===== src/rtl/cpu16_pkg.sv =====
// cpu16_pkg: shared bus widths and arbiter state encoding
package cpu16_pkg;
    localparam int AW = 9;
    localparam int BW = 16;
    typedef enum logic {ARB = 1'b0, LOCKED = 1'b1} arb_state_t;
endpackage


===== src/rtl/mem_arbiter_if.sv =====
// mem_arbiter_if: CPU, DMA and main-memory signals around the arbiter
interface mem_arbiter_if #(
    parameter int AW = cpu16_pkg::AW,
    parameter int BW = cpu16_pkg::BW
);
    logic          cpu_req, cpu_we, cpu_gnt, cpu_rvalid;
    logic [AW-1:0] cpu_addr;
    logic [BW-1:0] cpu_wdata;
    logic          dma_req, dma_we, dma_lock, dma_gnt, dma_rvalid;
    logic [AW-1:0] dma_addr;
    logic [BW-1:0] dma_wdata;
    logic [BW-1:0] rdata;
    logic          lock_active;
    logic [AW-1:0] mem_addr;
    logic [BW-1:0] mem_data;
    logic          mem_wren;
    logic [BW-1:0] mem_q;
    modport slave (
        input  cpu_req, cpu_we, cpu_addr, cpu_wdata,
        input  dma_req, dma_we, dma_addr, dma_wdata, dma_lock, mem_q,
        output cpu_gnt, cpu_rvalid, dma_gnt, dma_rvalid, rdata, lock_active,
        output mem_addr, mem_data, mem_wren
    );
    modport master (
        output cpu_req, cpu_we, cpu_addr, cpu_wdata,
        output dma_req, dma_we, dma_addr, dma_wdata, dma_lock, mem_q,
        input  cpu_gnt, cpu_rvalid, dma_gnt, dma_rvalid, rdata, lock_active,
        input  mem_addr, mem_data, mem_wren
    );
endinterface


===== src/rtl/arb_starve_cnt.sv =====
// arb_starve_cnt: saturating up-counter; clr wins over inc, hit flags saturation
module arb_starve_cnt #(
    parameter int MAX = 4
) (
    input  logic clk,
    input  logic rst,
    input  logic inc,
    input  logic clr,
    output logic hit
);
    localparam int W = $clog2(MAX + 1);
    logic [W-1:0] cnt;
    always_ff @(posedge clk or negedge rst)
        if (!rst) cnt <= '0;
        else      cnt <= clr ? '0 : (inc && cnt != W'(MAX)) ? cnt + 1'b1 : cnt;
    assign hit = cnt == W'(MAX);
endmodule


===== src/rtl/mem_arbiter.sv =====
// mem_arbiter: fixed-priority CPU/DMA sharing of single-port memory with
// DMA anti-starvation and bounded DMA lock bursts
module mem_arbiter import cpu16_pkg::*; #(
    parameter int AW         = cpu16_pkg::AW,
    parameter int BW         = cpu16_pkg::BW,
    parameter int STARVE_MAX = 4,
    parameter int LOCK_MAX   = 16
) (
    input logic          clk,
    input logic          rst,
    mem_arbiter_if.slave bus
);
    arb_state_t    state;
    logic          locked, wait_hit, lock_hit, blk;
    logic          cpu_gnt, dma_gnt, cpu_rvalid, dma_rvalid;
    logic          timeout, lock_enter, lock_exit;
    logic [AW-1:0] addr;
    logic [BW-1:0] wdata;

    assign locked     = state == LOCKED;
    assign cpu_gnt    = rst & !locked & bus.cpu_req & !(wait_hit & bus.dma_req);
    assign dma_gnt    = rst & bus.dma_req & (locked | wait_hit | !bus.cpu_req);
    assign timeout    = locked & lock_hit;
    assign lock_exit  = locked & (!bus.dma_lock | lock_hit);
    assign lock_enter = !locked & dma_gnt & bus.dma_lock & !blk;

    // idle cycles present the CPU address as a harmless read
    assign addr  = !rst ? '0 : dma_gnt ? bus.dma_addr : bus.cpu_addr;
    assign wdata = !rst ? '0 : dma_gnt ? bus.dma_wdata : bus.cpu_wdata;

    assign bus.mem_addr    = addr;
    assign bus.mem_data    = wdata;
    assign bus.mem_wren    = (cpu_gnt & bus.cpu_we) | (dma_gnt & bus.dma_we);
    assign bus.cpu_gnt     = cpu_gnt;
    assign bus.dma_gnt     = dma_gnt;
    assign bus.cpu_rvalid  = cpu_rvalid;
    assign bus.dma_rvalid  = dma_rvalid;
    assign bus.rdata       = bus.mem_q;
    assign bus.lock_active = locked;

    arb_starve_cnt #(.MAX(STARVE_MAX)) u_wait (
        .clk(clk),
        .rst(rst),
        .inc(bus.dma_req & !dma_gnt),
        .clr(!bus.dma_req | dma_gnt | timeout),
        .hit(wait_hit)
    );

    // zero while arbitrating, so the entry increment loads 1
    arb_starve_cnt #(.MAX(LOCK_MAX)) u_lock (
        .clk(clk),
        .rst(rst),
        .inc(lock_enter | (locked & !lock_exit)),
        .clr(lock_exit),
        .hit(lock_hit)
    );

    // blk defers relock after a timeout until the CPU has had a priority cycle
    always_ff @(posedge clk or negedge rst)
        if (!rst) begin
            state      <= ARB;
            blk        <= 1'b0;
            cpu_rvalid <= 1'b0;
            dma_rvalid <= 1'b0;
        end else begin
            state      <= lock_enter ? LOCKED : lock_exit ? ARB : state;
            blk        <= timeout | (blk & (locked | (wait_hit & bus.dma_req)));
            cpu_rvalid <= cpu_gnt & !bus.cpu_we;
            dma_rvalid <= dma_gnt & !bus.dma_we;
        end
endmodule


===== src/flat_wrapper.sv =====
// flat-port wrapper written by rule: the top's interface ports become plain ports
module mem_arbiter_flat import cpu16_pkg::*;
#(
    parameter int AW         = cpu16_pkg::AW,
    parameter int BW         = cpu16_pkg::BW,
    parameter int STARVE_MAX = 4,
    parameter int LOCK_MAX   = 16
)
  (clk, rst, bus_cpu_req, bus_cpu_we, bus_cpu_addr, bus_cpu_wdata, bus_dma_req, bus_dma_we, bus_dma_addr, bus_dma_wdata, bus_dma_lock, bus_mem_q, bus_cpu_gnt, bus_cpu_rvalid, bus_dma_gnt, bus_dma_rvalid, bus_rdata, bus_lock_active, bus_mem_addr, bus_mem_data, bus_mem_wren);
  mem_arbiter_if #(.AW(AW), .BW(BW)) bus_i ();
  input logic clk;
  input logic rst;
  input wire logic [$bits(bus_i.cpu_req)-1:0] bus_cpu_req;
  input wire logic [$bits(bus_i.cpu_we)-1:0] bus_cpu_we;
  input wire logic [$bits(bus_i.cpu_addr)-1:0] bus_cpu_addr;
  input wire logic [$bits(bus_i.cpu_wdata)-1:0] bus_cpu_wdata;
  input wire logic [$bits(bus_i.dma_req)-1:0] bus_dma_req;
  input wire logic [$bits(bus_i.dma_we)-1:0] bus_dma_we;
  input wire logic [$bits(bus_i.dma_addr)-1:0] bus_dma_addr;
  input wire logic [$bits(bus_i.dma_wdata)-1:0] bus_dma_wdata;
  input wire logic [$bits(bus_i.dma_lock)-1:0] bus_dma_lock;
  input wire logic [$bits(bus_i.mem_q)-1:0] bus_mem_q;
  output wire logic [$bits(bus_i.cpu_gnt)-1:0] bus_cpu_gnt;
  output wire logic [$bits(bus_i.cpu_rvalid)-1:0] bus_cpu_rvalid;
  output wire logic [$bits(bus_i.dma_gnt)-1:0] bus_dma_gnt;
  output wire logic [$bits(bus_i.dma_rvalid)-1:0] bus_dma_rvalid;
  output wire logic [$bits(bus_i.rdata)-1:0] bus_rdata;
  output wire logic [$bits(bus_i.lock_active)-1:0] bus_lock_active;
  output wire logic [$bits(bus_i.mem_addr)-1:0] bus_mem_addr;
  output wire logic [$bits(bus_i.mem_data)-1:0] bus_mem_data;
  output wire logic [$bits(bus_i.mem_wren)-1:0] bus_mem_wren;
  assign bus_i.cpu_req = bus_cpu_req;
  assign bus_i.cpu_we = bus_cpu_we;
  assign bus_i.cpu_addr = bus_cpu_addr;
  assign bus_i.cpu_wdata = bus_cpu_wdata;
  assign bus_i.dma_req = bus_dma_req;
  assign bus_i.dma_we = bus_dma_we;
  assign bus_i.dma_addr = bus_dma_addr;
  assign bus_i.dma_wdata = bus_dma_wdata;
  assign bus_i.dma_lock = bus_dma_lock;
  assign bus_i.mem_q = bus_mem_q;
  assign bus_cpu_gnt = bus_i.cpu_gnt;
  assign bus_cpu_rvalid = bus_i.cpu_rvalid;
  assign bus_dma_gnt = bus_i.dma_gnt;
  assign bus_dma_rvalid = bus_i.dma_rvalid;
  assign bus_rdata = bus_i.rdata;
  assign bus_lock_active = bus_i.lock_active;
  assign bus_mem_addr = bus_i.mem_addr;
  assign bus_mem_data = bus_i.mem_data;
  assign bus_mem_wren = bus_i.mem_wren;
  mem_arbiter #(.AW(AW), .BW(BW), .STARVE_MAX(STARVE_MAX), .LOCK_MAX(LOCK_MAX)) u_core (.clk(clk), .rst(rst), .bus(bus_i));
endmodule

===== config.mk =====
export PLATFORM = sky130hd
export DESIGN_NAME = mem_arbiter_flat
export DESIGN_NICKNAME = d
export VERILOG_FILES = /design/src/rtl/cpu16_pkg.sv /design/src/rtl/mem_arbiter_if.sv /design/src/rtl/arb_starve_cnt.sv /design/src/rtl/mem_arbiter.sv /design/src/flat_wrapper.sv
export SDC_FILE = /design/constraint.sdc
export NUM_CORES = 1
export LEC_CHECK = 0
export ABC_AREA = 1
export BUFFER_PORTS_ARGS = -buffer_cell sky130_fd_sc_hd__buf_4
export CORE_MARGIN = 2
export CORE_UTILIZATION = 37
export CTS_CLUSTER_SIZE = 20
export DETAILED_ROUTE_END_ITERATION = 10
export MAX_ROUTING_LAYER = met4
export PLACE_DENSITY_LB_ADDON = 0.3
export SETUP_SLACK_MARGIN = 0.4
export SLEW_MARGIN = 20
export SYNTH_ARGS = -nofsm -noshare
export SYNTH_HDL_FRONTEND = slang
export SYNTH_HIERARCHICAL = 1
export SYNTH_SLANG_ARGS = --single-unit

===== constraint.sdc =====
create_clock -name clk -period 2.1 [get_ports clk]
set_input_delay 0 -clock clk [delete_from_list [all_inputs] [get_ports clk]]
set_output_delay 0 -clock clk [all_outputs]
set_load 0.02 [all_outputs]

==> Word-level counts from Yosys, hierarchy flattened <==
Cells that the tools add are included.
{ "word_totals": {"register_bits": 12, "input_bits": 73, "out_inout_bits": 47} }
{ "classes": {"add_sub_neg": 2, "eq_ne": 4, "mux": 10, "bitwise_logic": 27, "n_reduce_logical": 15} }
{ "op_table": {"columns": ["operator", "count"], "rows": [
  ["16-bit two-way mux", 2],
  ["1-bit bitwise AND", 18],
  ["9-bit two-way mux", 2],
  ["1-bit zero test", 10],
  ["5-bit two-way mux", 2],
  ["1-bit OR", 9],
  ["3-bit two-way mux", 2],
  ["2-bit nonzero test", 3],
  ["5-bit by 1-bit adder with 5-bit output (second input constant)", 1],
  ["5-bit == test (second input constant)", 1],
  ["5-bit inequality test (second input constant)", 1],
  ["3-bit by 1-bit adder with 3-bit output (second input constant)", 1],
  ["3-bit == test (second input constant)", 1],
  ["3-bit inequality test (second input constant)", 1],
  ["1-bit logical AND", 2],
  ["1-bit two-way mux", 2]
]} }

==> Depth between registers and ports, before layout <==
Gate-level depths: netlist of run 1.
{ "depth": {"word_depth": 11, "mapped_depth": 13, "mapped_depth_nobuf": 13} }

==> Cells and area by module <==
Netlist of run 1, hierarchy kept.
{ "modules_own_cells": {"columns": ["module", "instances", "cells_each", "area_per_inst_um2"], "rows": [
  ["mem_arbiter", 1, 133, 730.7],
  ["arb_starve_cnt at u_core.u_lock", 1, 41, 341.6],
  ["arb_starve_cnt at u_core.u_wait", 1, 26, 195.2]
]} }

==> Least setup slack after synthesis of run 1 <==
Ideal clock, no wire load.
{ "synth_path": {"path_kind": "register to register", "startpoint": "register u_core.u_lock.cnt[0]", "endpoint": "register u_core.u_lock.cnt[4]", "setup_ns": 0.120, "arrival_ns": 1.784, "required_time_ns": 1.980, "slack_ns": 0.196, "path_stages_with_launch": 13, "period_less_slack_ns": 1.904, "path_cell_list": "dfrtp_1 > inv_1 > ha_1 > nand2_1 > inv_1 > nand2_2 > inv_1 > nand2_1 > o21ai_0 > a21oi_1 > nand4_1 > o21ai_0 > nor2_1"} }
{ "synth_between": {"elab_chain_len": 8, "word_cells_on_any_way": 12, "cone_classes": "add/sub: 1; eq/ne: 2; mux: 2; bitwise: 4; reduce/logical: 3"} }
{ "synth_rtl": {"columns": ["item", "line", "source"], "rows": [
  ["start, declared", "arb_starve_cnt.sv:12", "logic [W-1:0] cnt;"],
  ["start signal, assigned", "arb_starve_cnt.sv:15", "else cnt <= clr ? '0 : (inc && cnt != W'(MAX)) ? cnt + 1'b1 : cnt;"],
  ["5-bit == test (*)", "arb_starve_cnt.sv:16", "assign hit = cnt == W'(MAX);"],
  ["net u_core.lock_hit", "mem_arbiter.sv:14", "logic locked, wait_hit, lock_hit, blk;"],
  ["1-bit OR (*)", "mem_arbiter.sv:24", "assign lock_exit = locked & (!bus.dma_lock | lock_hit);"],
  ["1-bit bitwise AND (*)", "mem_arbiter.sv:24", null],
  ["net u_core.lock_exit", "mem_arbiter.sv:16", "logic timeout, lock_enter, lock_exit;"],
  ["1-bit zero test", "mem_arbiter.sv:53", ".inc(lock_enter | (locked & !lock_exit)),"],
  ["1-bit bitwise AND", "mem_arbiter.sv:53", null],
  ["1-bit OR", "mem_arbiter.sv:53", null],
  ["1-bit logical AND", "arb_starve_cnt.sv:15", null],
  ["2-bit nonzero test (no source line)", null, null]
]} }
Mark *: on every way through the listed nets, which the timed path passes. The rest lies on a longest branch. The select of a mux whose other input is x is not followed.
A chain may end at the register's enable or synchronous reset.

==> Final worst setup path of run 1 <==
{ "layout_path": {"startpoint": "register u_core.u_wait.cnt[0]", "endpoint": "output port bus_mem_data[3]"} }
{ "layout_between": {"elab_chain_len": 6} }
{ "layout_rtl": {"columns": ["item", "line", "source"], "rows": [
  ["start, declared", "arb_starve_cnt.sv:12", null],
  ["start signal, assigned", "arb_starve_cnt.sv:15", null],
  ["3-bit == test", "arb_starve_cnt.sv:16", null],
  ["net u_core.wait_hit", "mem_arbiter.sv:14", null],
  ["1-bit OR (2 in a row)", "mem_arbiter.sv:22", "assign dma_gnt = rst & bus.dma_req & (locked | wait_hit | !bus.cpu_req);"],
  ["1-bit bitwise AND", "mem_arbiter.sv:22", null],
  ["16-bit two-way mux (2 in a row)", "mem_arbiter.sv:29", "assign wdata = !rst ? '0 : dma_gnt ? bus.dma_wdata : bus.cpu_wdata;"],
  ["end, declared", "flat_wrapper.sv:30", "output wire logic [$bits(bus_i.mem_data)-1:0] bus_mem_data;"]
]} }
The timed path passes the listed nets, and every way through them passes these cells.

==> summary.txt, run 1 <==
clock root buffer - clkbuf_4
synthesized area per cell - 6.34 um2
most frequent cells in the layout - buf_4, nand2_2, nand3_1
ranking of synthesized cells by area - dfrtp_1, nand2_1, nand3_1
critical path class - reg2out
antenna viol nets, final - 0
Worst Tran Pin Value - 507 ps
CTS Buf Count - 3
met3 Resource Use GR - 3.60%
WL final - 5580 um
CP Capture Type - output port
Clock Sinks - 12
Lkg Pwr - 0.00142 uW
clock transition at the registers of the reported paths - 80 ps
IO Port Bufs - 87
Max-cap violations - 0
CP endpoint - bus_mem_data[3]
Reg-to-Reg Start - u_core/u_wait/cnt[0]$_DFFE_PN0P_
crit path from - u_core/u_wait/cnt[0]$_DFFE_PN0P_
f_max - 531 MHz
gr usage total - 24.8%
global-route wire length before repair - 7600 um
Max IR drop VDD - 0.633 mV
Die ar. - 3910 um2
cell taking the most area after synthesis - dfrtp_1
Initial Utilization - 38.3%
Tmin final - 1880 ps
sw frac - 44.7%
Nets - 375
fin crit share - 89.6%
HP Class - in2out
clk buf depth - 2
pin count of the biggest net entering global routing - 39
met1 usage - 26.6%
arrival time at the worst endpoint - 1880 ps
Post-Synthesis Cell Area - 1270 um2
share of layout cells above drive strength 1 - 66.3%
final-report max-slew violation count - 0
Post-Syn Instances - 200
antenna violations before repair - 0
busiest grt layer - met2
outcome - finished clean
PD cells - 662 nW/um2
count of unique library cells instantiated by Yosys - 20
Layout Skew - 3.10 ps
#FFs+latches synth - 12
Startpoint Class - flip-flop
Switching Power - 759 uW
CP Max Fanout - 6
Core ar. - 3310 um2
Worst R2R Setup Slack - 300 ps
Vias - 1704
gpl congestion - 0.831
setup violators final - 0
Ports - 120
Crit Reg-Reg Endpoint - u_core/u_lock/cnt[3]$_DFFE_PN0P_
Final Core Density - 77.4%
Mapped Nets - 277
Fin. Hold Viols - 0
met2 usage - 44.0%
cells on worst reg2reg path - 14
Detailed Routing Iterations Pass 1 - 4
setup TNS - 0 ps
relative max-transition margin - 66.1%
CTS tree - done
post-DP HPWL - 2760 um
Die Width - 62.5 um
DRC Markers - 0
Clk pwr share - 11.3%
sequential area share after synthesis - 23.7%
Starting DRT DRC Count - 96
RSZ-0062 raised after global routing - yes
vias in the first global route - 1650
Die Height - 62.5 um
internal power - 937 uW
Vias per Instance - 4.97
yosys warns - 6
commonest non-fill, non-tap cell in the layout - buf_4
Rows - 21
grt ovf - 0
CP required - 2100 ps
ant diodes - 0
Worst-Skew Late Latency - 280 ps
P&R area growth vs syn - 102%
drt wl/cell - 16.3 um
Synth top area share - 23.7%
H-tree levels - 1
sequential fraction of design power - 20.6%
Comb power frac - 68.1%
-- worst min path at each step --
stage	slack, ps	endpoint	cells after the start	start
6_report	0.009	bus_rdata[4]	0	bus_mem_q[4]
5_1_grt	0.03	bus_rdata[15]	0	bus_mem_q[15]
4_1_cts	0.2	bus_rdata[0]	0	bus_mem_q[0]
3_5_place_dp	0.2	bus_rdata[0]	0	bus_mem_q[0]
3_3_place_gp	0.2	bus_rdata[0]	0	bus_mem_q[0]
2_1_floorplan	-300	u_core/blk$_DFF_PN0_	0	rst
-- synth_stat cells, drive strengths merged --
library cell,number
nand4,6
nand2,78
inv,22
a21oi,5
xnor2,1
bufinv,1
o21ai,6
ha,4
nor2,10
buf,23
dfrtp,12
nand3,32
-- sequential cells by signal, indices dropped and copies added, names as in the netlist --
register and count:
u_core/u_lock/cnt 5, u_core/u_wait/cnt 3, u_core/blk 1, u_core/bus.cpu_rvalid 1
u_core/bus.dma_rvalid 1, u_core/bus.lock_active 1
-- metal layers --
metal  wire length, um  share of wire, %
met5                 0                 0
met2              3040                54
met3               285               5.1
met1              2080                37
met4               180               3.2
-- cells by family (layout without fill, tap and decap cells) --
group           count (synthesis)  after routing  share of synthesized area [%]
compound gates                 11             11                           5.83
buf+inv                        46            140                           21.6
fa+ha+maj                       4              4                           3.95
simple gates                  126            129                           44.2
flops                          12             12                           23.7
xor+xnor                        1              1                          0.691
-- final cells by class --
type	instances	area, um2
timing repair buffer	113	1050
multi-input combinational	145	1010
fill	224	749
sequential	12	300
inverter	23	100
tap	46	57.6
clock buffer	4	36.3
-- worst max-delay path: stages (launching register included) --
cell,delay [ps]
dfrtp_1,400
inv_2,90
ha_4,140
nand2_2,60
inv_2,80
nor2_4,50
a21oi_4,230
buf_12,160
clkbuf_16,160
nand2_2,60
nand2_2,60
buf_6,120
-- power groups by stage --
stage	clock network, uW	registers (uW)	logic [uW]
4_1_cts	195	341	994
3_3_place_gp	0	342	732
5_1_grt	206	354	1220
2_1_floorplan	0	346	516
3_5_place_dp	0	343	735
6_report	192	349	1150
-- per-stage QoR --
stage / hold slack [ps] / power, uW / instance area, um2 / std cells / worst slack (ps)
after floorplan: -296 / 862 / 1280 / 200 / 406
after global placement: 0.236 / 1070 / 1830 / 312 / 320
after detailed placement: 0.236 / 1080 / 1830 / 312 / 233
after CTS: 0.236 / 1530 / 2330 / 334 / 258
after global routing: 0.0293 / 1780 / 2560 / 343 / 183
final: 0.00881 / 1700 / 2560 / 343 / 218
-- timing repair --
action,CTS,global route
cloned,5,1
resized for setup,73,49
pin swaps,14,27
hold buffers,3,0
setup endpoints to repair,35,35
endpoints found under the hold margin,14,0
buffers inserted,10,8
Note: power is estimated with default switching activity, not from simulation.
==> run 2, diff against run 1 <==
- PLACE_DENSITY: unset -> 0.91
- PLACE_DENSITY_LB_ADDON: 0.3 -> unset
- SYNTH_HIERARCHICAL: 1 -> unset
==> run 2 against run 1 <==
  * Global-route usage shrank 2.1 points
  * Routed wire length is 24% lower
  * Power shrank 20%
  * Fmax rose by 12%
  * Combinational power fell by 28%
  * Via count down 12%
==> summary.txt, run 2 <==
HP Class - in2out (unchanged)
antenna violations before repair - 0 (unchanged)
CP Buf/Inv Count - 3 (was 5)
Crit Reg-Reg Endpoint - u_core.bus.lock_active$_DFFE_PN0P_ (was u_core/u_lock/cnt[3]$_DFFE_PN0P_)
Rows - 21 (unchanged)
ranking of synthesized cells by area - dfrtp_1, nand2_1, nand3_1 (unchanged)
relative max-transition margin - 78.2% (was 66.1%)
commonest non-fill, non-tap cell in the layout - buf_4 (unchanged)
Layout fillers - 293 (was 224)
main combinational cell family by area after synthesis - simple AND/OR/NAND/NOR gates (unchanged)
most numerous cell in the Yosys netlist - nand2_1 (unchanged)
xor/xnor cell area share of the yosys netlist - 2.75% (was 0.691%)
Mapped Nets - 261 (was 277)
global-route wire length before repair - 7140 um (was 7600 um)
critical path class - reg2out (unchanged)
adder and majority cell fraction of the synthesized area - 3.93% (was 3.95%)
crit-path max cell delay - 400 ps (about the same)
gpl congestion - 0.810 (was 0.831)
top_reg_cell synth - dfrtp_1 (unchanged)
Post-synth EDFFs - 0 (unchanged)
Synth top area share - 23.6% (was 23.7%)
Vias per Instance - 4.74 (was 4.97)
pin count of the biggest net entering global routing - 39 (unchanged)
Fin. Hold Viols - 0 (unchanged)
Post-Syn Instances - 184 (was 200)
CP Max Fanout - 7 (was 6)
Vias - 1492 (was 1704)
CTS tree - done (unchanged)
cell family with most CP delay - simple AND/OR/NAND/NOR gates (was buffers and inverters)
Worst Tran Pin Value - 327 ps (was 507 ps)
ant diodes - 0 (unchanged)
setup violators final - 0 (unchanged)
Die Width - 62.7 um (was 62.5 um)
Worst R2R Setup Slack - 590 ps (was 300 ps)
DRC Markers - 0 (unchanged)
Crit-path slowest cell - dfrtp_1 (unchanged)
clk buf depth - 2 (unchanged)
count of unique library cells instantiated by Yosys - 24 (was 20)
CP required - 2100 ps (about the same)
biggest regs - u_core.u_lock.cnt x5, u_core.u_wait.cnt x3 (was u_core/u_lock/cnt x5, u_core/u_wait/cnt x3)
Hold EP - bus_rdata[2] (was bus_rdata[4])
sequential area share after synthesis - 23.6% (was 23.7%)
yosys warns - 0 (was 6)
share of layout cells above drive strength 1 - 55.4% (was 66.3%)
Tmin final - 1680 ps (was 1880 ps)
#FFs+latches synth - 12 (unchanged)
IO Port Bufs - 87 (unchanged)
Startpoint Class - flip-flop (unchanged)
Lkg Pwr - 0.00119 uW (was 0.00142 uW)
clock transition at the registers of the reported paths - 70 ps (was 80 ps)
Worst Hold Depth - 0 (unchanged)
placed cell count - 294 (was 312)
HP Start - bus_mem_q[2] (was bus_mem_q[4])
Nets - 347 (was 375)
Layout Skew - 3.31 ps (was 3.10 ps)
Initial Utilization - 38.5% (was 38.3%)
Detailed Routing Iterations Pass 1 - 4 (unchanged)
Clock Sinks - 12 (unchanged)
f_max - 597 MHz (was 531 MHz)
fin crit share - 79.8% (was 89.6%)
Die ar. - 3930 um2 (was 3910 um2)
max reg flops - 5 (unchanged)
final-report max-slew violation count - 0 (unchanged)
Worst-Skew Late Latency - 270 ps (was 280 ps)
Post-Layout Cell Count - 315 (was 343)
Die Height - 62.7 um (was 62.5 um)
arrival time at the worst endpoint - 1680 ps (was 1880 ps)
commonest cells in the netlist - nand2_1, nand3_1, nand2_2 (was nand2_1, nand3_1, inv_1)
Starting DRT DRC Count - 80 (was 96)
antenna viol nets, final - 0 (unchanged)
PD cells - 637 nW/um2 (was 662 nW/um2)
Reg-to-Reg Start - u_core.u_wait.cnt[1]$_DFFE_PN0P_ (was u_core/u_wait/cnt[0]$_DFFE_PN0P_)
most frequent cells in the layout - buf_4, nand2_1, nand3_1 (was buf_4, nand2_2, nand3_1)
RSZ-0062 raised after global routing - yes (unchanged)
grt ovf - 0 (unchanged)
Max IR drop VDD - 0.561 mV (was 0.633 mV)
drt wl/cell - 13.5 um (was 16.3 um)
gr usage total - 22.7% (was 24.8%)
setup TNS - 0 ps (unchanged)
cells on worst reg2reg path - 9 (was 14)
cell taking the most area after synthesis - dfrtp_1 (unchanged)
WL final - 4260 um (was 5580 um)
Ports - 120 (unchanged)
CTS Buf Count - 3 (unchanged)
Post-Synthesis Cell Area - 1270 um2 (about the same)
Synth Area in Compound Gates - 1.86% (was 5.82%)
P&R area growth vs syn - 66.6% (was 102%)
clock root buffer - clkbuf_4 (unchanged)
outcome - finished clean (unchanged)
post-DP HPWL - 2740 um (was 2760 um)
Synth Area in Simple Gates - 49.2% (was 44.2%)
synthesized area per cell - 6.93 um2 (was 6.34 um2)
Core ar. - 3310 um2 (unchanged)
vias in the first global route - 1514 (was 1650)
Max-cap violations - 0 (unchanged)
H-tree levels - 1 (unchanged)
CP cell instances - inv_2 > ha_4 > nand2_4 > nand3_4 > nand2_8 > inv_8 > nand2_2 > nand2_1 > buf_4 (was inv_2 > ha_4 > nand2_2 > inv_2 > nor2_4 > a21oi_4 > buf_12 > clkbuf_16 > nand2_2 > nand2_2 > buf_6)
CP Capture Type - output port (unchanged)
share of synthesized flip-flops with an asynchronous set or reset - 100% (unchanged)
Largest Register - u_core.u_lock.cnt (was u_core/u_lock/cnt)
mux share of post-synthesis cell area - 0% (unchanged)
run 2: worst max path at each step:
stage / startpoint / end / cells after the start
after floorplan: u_core.u_wait.cnt[0]$_DFFE_PN0P_ / bus_mem_data[10] / 8
after global placement: u_core.u_wait.cnt[0]$_DFFE_PN0P_ / bus_mem_addr[8] / 9
after detailed placement: u_core.u_wait.cnt[0]$_DFFE_PN0P_ / bus_mem_addr[6] / 9
after CTS: u_core.u_wait.cnt[1]$_DFFE_PN0P_ / bus_mem_data[4] / 9
after global routing: u_core.u_wait.cnt[1]$_DFFE_PN0P_ / bus_mem_addr[4] / 9
final: u_core.u_wait.cnt[1]$_DFFE_PN0P_ / bus_mem_addr[1] / 9
run 2: final cells by class:
type,instances,area [um2],area share [%]
multi-input cells,141,843,39.7
repair inverters,3,38.8,1.83
flip-flops and latches,12,300,14.1
repair buffers,99,792,37.3
well taps,46,57.6,2.71
inverters,10,56.3,2.65
clock buffers,4,36.3,1.71
run 2: metrics by stage:
stage	power, uW	setup WS [ps]	hold WS, ps	util [%]	area, um2
after floorplan	833	741	-296	-	1270
after global placement	1010	600	0.137	54.3	1800
after detailed placement	1030	525	0.137	54.3	1800
after CTS	1320	404	0.137	61.3	2030
after global routing	1470	328	0.0293	64.2	2120
final	1350	425	0.00561	64.2	2120
run 2: logic make-up after synthesis:
| logic type | after synthesis |
|---|---|
| DFF | 12 |
| adders and majority gates | 4 |
| buffers and inverters | 34 |
| AOI/OAI and AO/OA | 4 |
| xor gates and xnor gates | 4 |
| and+or+nand+nor | 126 |
run 2: where the power goes:
part	leakage, uW	switching, uW	internal [uW]
clock network	0.0000210	72.6	105
registers	0.000159	62.3	285
logic	0.00101	458	371
run 2: per-layer routing:
layer,vias to the layer above,global-route usage [%],wire length [um]
met5,-,-,0
met4,0,5.00,32
met3,6,5.23,317
met2,60,39.9,2230
met1,674,26.4,1690
li1,752,-,-
run 2: repair_timing:
item / 4_1_cts / 5_1_grt
gates cloned: 6 / 0
endpoints found under the setup margin: 27 / 26
endpoints found under the hold margin: 14 / 0
pin swaps: 3 / 6
setup buffers: 6 / 2
resized for setup: 16 / 21
hold buffers: 3 / 0
